`config.mk`:
```
export PLATFORM = sky130hd
export DESIGN_NAME = ifetch_byte_seq
export DESIGN_NICKNAME = d
export VERILOG_FILES = /design/src/rtl/ifetch_byte_seq.sv
export SDC_FILE = /design/constraint.sdc
export NUM_CORES = 1
export LEC_CHECK = 0
export CAP_MARGIN = 0
export CORE_ASPECT_RATIO = 0.5
export CORE_MARGIN = 2
export CORE_UTILIZATION = 49
export CTS_CLUSTER_DIAMETER = 80
export DETAILED_ROUTE_END_ITERATION = 16
export GPL_TIMING_DRIVEN = 0
export MAX_ROUTING_LAYER = met4
export PLACE_DENSITY_LB_ADDON = 0.25
export SLEW_MARGIN = 20
export SYNTH_ARGS = -nofsm -noshare
export SYNTH_HDL_FRONTEND = slang
export SYNTH_SLANG_ARGS = --single-unit
```
`constraint.sdc`:
```
create_clock -name clk -period 2.78 [get_ports clk]
set_input_delay 0.417 -clock clk [delete_from_list [all_inputs] [get_ports clk]]
set_output_delay 0.417 -clock clk [all_outputs]
set_load 0.02 [all_outputs]
```
`src/rtl/ifetch_byte_seq.sv`:
```
// ifetch_byte_seq: fetches four ROM bytes per instruction and assembles a 32-bit little-endian word for IF/ID.
// Define IFETCH_MISALIGN_CHK_EN to flag misaligned PCs on inst_err_o instead of fetching them.
module ifetch_byte_seq #(
  parameter logic [31:0] RST_INST = 32'h00000013
) (
  input  logic        clk,
  input  logic        rstn,
  input  logic [31:0] pc_i,
  input  logic        jump_flag_i,
  input  logic [1:0]  hold_flag_i,
  output logic        rom_req_o,
  output logic [31:0] rom_addr_o,
  input  logic [7:0]  rom_data_i,
  input  logic        rom_ack_i,
  output logic [31:0] inst_o,
  output logic [31:0] inst_addr_o,
  output logic        inst_valid_o,
`ifdef IFETCH_MISALIGN_CHK_EN
  output logic        inst_err_o,
`endif
  output logic        fetch_busy_o
);
  typedef enum logic [1:0] {S_IDLE, S_FETCH, S_OUT} state_t;
  state_t      state, state_nxt;
  logic [31:0] base;
  logic [1:0]  byte_cnt;
  logic [23:0] word_q;
  logic        misalign;
  logic        ack;
`ifdef IFETCH_MISALIGN_CHK_EN
  assign misalign = pc_i[1:0] != 2'b00;
`else
  assign misalign = 1'b0;
`endif
  // a jump in the same cycle as an ack discards that byte
  assign ack          = state == S_FETCH && rom_ack_i && !jump_flag_i;
  assign rom_req_o    = state == S_FETCH;
  assign rom_addr_o   = base + {30'b0, byte_cnt};
  assign inst_valid_o = state == S_OUT;
  assign fetch_busy_o = !(state == S_OUT && hold_flag_i == 2'b00);
  always_comb begin
    state_nxt = state;
    if (jump_flag_i) state_nxt = S_IDLE;
    else if (state == S_IDLE) state_nxt = misalign ? S_OUT : S_FETCH;
    else if (ack && byte_cnt == 2'd3) state_nxt = S_OUT;
    else if (state == S_OUT && hold_flag_i == 2'b00) state_nxt = S_IDLE;
  end
  always_ff @(posedge clk or negedge rstn) begin
    if (!rstn) begin
      state       <= S_IDLE;
      base        <= '0;
      byte_cnt    <= '0;
      word_q      <= '0;
      inst_o      <= RST_INST;
      inst_addr_o <= '0;
    end else begin
      state <= state_nxt;
      if (state == S_IDLE) base <= pc_i;
      if (state != S_FETCH || jump_flag_i) byte_cnt <= '0;
      else if (ack) byte_cnt <= byte_cnt + 2'd1;
      if (ack) word_q <= {byte_cnt == 2'd2 ? rom_data_i : word_q[23:16],
                          byte_cnt == 2'd1 ? rom_data_i : word_q[15:8],
                          byte_cnt == 2'd0 ? rom_data_i : word_q[7:0]};
      if (ack && byte_cnt == 2'd3) begin
        inst_o      <= {rom_data_i, word_q};
        inst_addr_o <= base;
      end else if (state == S_IDLE && misalign && !jump_flag_i) begin
        inst_o      <= RST_INST;
        inst_addr_o <= pc_i;
      end
    end
  end
`ifdef IFETCH_MISALIGN_CHK_EN
  // entering S_OUT straight from S_IDLE only happens for a misaligned PC
  always_ff @(posedge clk or negedge rstn) begin
    if (!rstn) inst_err_o <= 1'b0;
    else if (state_nxt == S_OUT && state != S_OUT) inst_err_o <= state == S_IDLE;
  end
`endif
endmodule

```
## Word-level counts from Yosys, hierarchy flattened

Cells that the tools add are included.

| word-level totals | value |
|---|---|
| bits in read-only memories | 0 |
| memories kept | 0 |
| bits in registers | 124 |
| logic and storage cells | 37 |
| output and inout port bits | 99 |
| bits in writable memories | 0 |
| latch bits | 0 |
| bits of input ports | 46 |

| operators by class | value |
|---|---|
| muxes and demuxes | 6 |
| magnitude comparators | 0 |
| bitwise logic cells | 0 |
| $add $sub $neg | 2 |
| divide/modulo/power cells | 0 |
| reduce and logical (&&, ||, !) cells | 15 |
| equality and inequality tests | 6 |
| shift operators | 0 |
| multiply operators | 0 |

Operators with widths:

| operator | number |
|---|---|
| adder 32 x 2 -> 32 bit | 1 |
| 2-to-1 mux 2 bit | 6 |
| == test 2 bit, second input constant | 3 |
| logical NOT 2 bit | 3 |
| AND reduction 2 bit | 3 |
| == test 2 x 1 -> 1 bit, second input constant | 2 |
| logical AND 1 bit | 4 |
| nonzero test 4 bit | 1 |
| adder 2 x 1 -> 2 bit, second input constant | 1 |
| logical NOT 1 bit | 2 |
| != test 2 x 1 -> 1 bit, second input constant | 1 |
| nonzero test 2 bit | 1 |
| logical OR 1 bit | 1 |

## Depth between registers and ports, before layout

| logic depth | value |
|---|---|
| depth in word-level cells | 7 |
| gate-level depth with buffers | 7 |
| gate-level depth less buffers | 7 |

## Least setup slack after synthesis

OpenSTA, ideal clock, no wires.

| timing | value |
|---|---|
| kind | register -> output |
| start | register byte_cnt[0] |
| end | output rom_addr_o[18] |
| arrival | 2.257 ns |
| slack | 0.106 ns |
| data required time | 2.363 ns |
| cell stages (with the launch flop) | 8 |
| buffers on the path | 0 |
| cell sequence | dfrtp_1 -> ha_1 -> inv_1 -> fa_1 -> nand4b_1 -> nor4_4 -> nor3b_1 -> xor2_1 |

| between the ends | value |
|---|---|
| word-level cells in the longest chain between the ends | 1 |

RTL lines:

| what | line | source |
|---|---|---|
| start: declaration | 26 | `logic [1:0] byte_cnt;` |
| start signal: assignment | 60 | `else if (ack) byte_cnt <= byte_cnt + 2'd1;` |
| adder 32 x 2 -> 32 bit | 38 | `assign rom_addr_o = base + {30'b0, byte_cnt};` |
| end: declaration | 12 | `output logic [31:0] rom_addr_o,` |

No other way between the ends.

## Final worst setup path

| timing | value |
|---|---|
| start | register base[0] |
| end | output rom_addr_o[28] |

| between the ends | value |
|---|---|
| word-level cells in the longest chain between the ends | 1 |

RTL lines:

| what | line | source |
|---|---|---|
| start: declaration | 25 | `logic [31:0] base;` |
| start signal: assignment | 58 | `if (state == S_IDLE) base <= pc_i;` |
| adder 32 x 2 -> 32 bit | 38 |  |

No other way between the ends.

==> flow_metrics.py <==
metrics = {
    "outcome": {
        "run_status": "complete, but fails checks",
        "violations": "hold timing, setup timing",
    },
    "run": {
        "drv.max_cap_violation_count": 0,
    },
    "clocking": {
        "clockRootBuffer": "clkbuf_16",
        "clock_tree.htree_level_count": 4,
        "path_clk_slew_ns": 0.06,
        "tritoncts.num_buffers": 17,
        "cts_tree": "yes",
        "worst_skew_pair.late_latency_ns": 0.41,
        "cts.sink_count": 124,
        "clock_path_buffers": 2,
    },
    "logic_synthesis": {
        "postSynthCellCount": 376,
        "yosysTopAreaCell": "dfrtp_1",
        "postSynth.topFlopCell": "dfrtp_1",
        "synth.ff_latch_count": 124,
        "netlist-cell-type-count": 36,
        "synth-seq-area-share_pct": 55.76,
        "post_synth.cell_area_avg_sq_um": 14.82,
        "post_synth_instance_area_sq_um": 5572,
        "synth-edff-count": 0,
        "yosysWarnings": 0,
        "synth_async_reset_ratio_pct": 100.0,
        "synth_top_cells_by_area": "dfrtp_1 (54%), mux2_2 (14%), mux2_4 (13%)",
        "synth_fp_nets": 429,
        "synth_largest_type_area_fraction_pct": 54.35,
    },
    "layout": {
        "final_nets": 609,
        "fin_area_sq_um": 8006,
        "layout-drive-gt1-share_pct": 40.07,
        "fillers": 787,
        "utilization_pct": 72.48,
        "layoutNonFillerInstCount": 714,
        "syn_to_final_growth_pct": 43.70,
        "final_cell_mix": "dfrtp_1 (119), clkdlybuf4s50_1 (115), mux2_2 (70), mux2_4 (49), buf_4 (28)",
        "antenna-diode-count": 0,
        "mostFrequentLayoutCell": "dfrtp_1",
    },
    "critical_path": {
        "regToRegStartpoint": "byte_cnt[1]",
        "timing.critical_path.slowest_stage_cell": "dfrtp_1",
        "critical_path_peak_fanout": 7,
        "setup.worst_path.end_class": "output pin",
        "timing.reg2reg.setup_slack_ns": 0.87,
        "worst_r2r_dst": "inst_o[25]",
        "timing.critical_path.from_type": "register",
        "path_buf_inv": 3,
        "reg2reg_depth": 8,
        "crit_path_cell_chain": "ha_4 -> inv_2 -> fa_2 -> nand4b_1 -> nor4_4 -> buf_6 -> nand4_1 -> xnor2_1 -> buf_4",
        "critPathRequiredTime_ns": 2.36,
        "cp.arrival_ns": 2.65,
        "timing_worst_setup_path_type": "register to output pin",
        "critical-path-top-delay-family": "simple AND/OR/NAND/NOR gates",
        "max_incr_delay_on_cp_ns": 0.39,
    },
    "floorplanning": {
        "initial_utilization_pct": 50.44,
        "die-height_um": 79.40,
        "floorplan.die_area_sq_um": 12290,
        "placement_row_count": 27,
        "chipWidth_um": 154.8,
        "num_io_pins": 145,
        "design.core.area_sq_um": 11050,
    },
    "place": {
        "placed_cells": 666,
        "post-dp-hpwl_um": 8389,
        "post_dp_cell_area_sq_um": 7223,
        "port_buffers": 144,
        "globalplace.congestion": 0.7982,
    },
    "sta": {
        "max-slew-margin-rel_pct": 60.05,
        "worst_hold_slack_ns": -0.01109,
        "timing.final.max_slew_violations": 0,
        "timing.final.crit_share_pct": 110.3,
        "tightest_slew_ns": 0.5992,
        "unrepaired_setup_endpoints_after_global_routing": "true",
        "setup_viol": 14,
        "finalWorstSetupSlack_ns": -0.2874,
        "min_period_ns": 3.067,
        "achievable-frequency_ghz": 0.3260,
        "finalHoldViolCount": 7,
        "finalClockSkew_ns": 0.008683,
    },
    "global_routing": {
        "grt_start_max_net_pins": 64,
        "globalRoute.totalOverflow": 0,
        "antenna_found_initial": 0,
        "track_usage_pct": 22.07,
        "first_global_vias": 3801,
        "global_route_wire_length_before_repair_um": 20090,
    },
    "drt": {
        "drt_pass1_iterations": 4,
        "routedWlPerCell_um": 17.36,
        "drt-initial-drc-count": 115,
        "ant_nets": 0,
        "routed-via-count": 3626,
        "drt-vias-per-instance": 5.078,
        "detail_route.drc_violations": 0,
        "wirelength_routed_um": 12400,
    },
    "power_and_ir_drop": {
        "power_per_unit_of_standard_cell_area_nw_per_um2": 574.6,
        "swShare_pct": 26.33,
        "cellLeakagePower_uw": 0.003830,
        "share_seq_of_total_power_pct": 44.1,
        "max-vdd-ir-drop_mv": 0.3083,
        "internal-power_uw": 3389,
        "clockPowerShare_pct": 44.1,
        "net_switching_power_figure_uw": 1211,
        "pwr-share-comb_pct": 11.7,
    },
    "min_path": {
        "worstHoldPathType": "primary input to asynchronous set/reset pin",
    },
}
per-stage QoR:
stage | total power [uW] | worst slack (ns) | setup TNS [ns]
3_5_place_dp | 2598 | -0.7381 | -7.401
5_1_grt | 4791 | -0.3771 | -3.725
4_1_cts | 4646 | -0.4289 | -3.638
6_report | 4600 | -0.2874 | -2.054
2_1_floorplan | 2308 | 0.1060 | 0
3_3_place_gp | 2576 | -3.535 | -438.65
how the worst max path moves through the flow:
stage               cells past startpoint         from        endpoint  slack (ns)
floorplan                               7  byte_cnt[0]  rom_addr_o[18]        0.11
detailed placement                      8  byte_cnt[0]  rom_addr_o[18]       -0.74
finish                                  9      base[0]  rom_addr_o[28]       -0.29
global placement                        1         rstn      inst_o[12]       -3.54
global route                            9      base[0]  rom_addr_o[26]       -0.38
CTS                                     9  byte_cnt[0]  rom_addr_o[28]       -0.43
power groups by stage:
| stage | clock, uW | sequential [uW] | combinational, uW |
|---|---|---|---|
| floorplan | 0 | 2040 | 267 |
| global placement | 0 | 2050 | 525 |
| detailed placement | 0 | 2060 | 539 |
| CTS | 2080 | 2030 | 539 |
| global route | 2160 | 2050 | 582 |
| finish | 2030 | 2030 | 540 |
metal layers:
metal	global-route usage [%]	wire, um	vias to the layer above
li1	-	-	1692
met3	4.615	458	12
met1	29.37	5819	1833
met5	-	0	-
met2	33.71	5945	89
met4	8.796	172	0
Yosys cell counts, types with 2 or more instances:
master / n
mux2_2: 70
nand4_1: 9
a21oi_1: 2
inv_1: 7
nand2b_1: 2
xnor2_1: 22
mux2_4: 49
dfrtp_1: 121
nand2_1: 18
xor2_1: 9
nand3_1: 9
nor3_1: 4
dfstp_2: 3
nor2_1: 10
nor2b_1: 2
nand3_2: 2
nand4b_1: 3
buf_2: 2
or4_4: 2
buf_6: 6
clkbuf_1: 4
ha_1: 6
kinds of logic after synthesis:
family          after synthesis  share of synthesized area (%)
mux                         120                          27.53
flops                       124                          55.76
buf+inv                      19                          2.133
simple gates                 71                          7.590
fa+ha+maj                     7                          1.707
compound gates                4                         0.4042
xor+xnor                     31                          4.873
flip-flops by register name (all words and copies together) (netlist names):
register	cells
base	32
byte_cnt	2
inst_addr_o	32
inst_o	32
state	2
word_q	24
area by class of cell:
type                       count  area [sq um]  area share, %
timing repair buffer         161          1553          19.39
buffer                        12         92.59          1.156
inverter                       7         26.28         0.3282
clock inverter                14         110.1          1.375
tap                          145         181.4          2.266
clock buffer                  18         439.2          5.485
sequential                   124          3109          38.83
multi-input combinational    233          2495          31.16
what timing repair did:
item / CTS / global route
endpoints found under the setup margin: 29 / 24
gates resized for setup: 120 / 18
pin swaps: 12 / 11
hold buffers: 0 / 0
gates cloned: 0 / 0
buffers inserted: 10 / 7
Power figures use the tool's default switching activity.
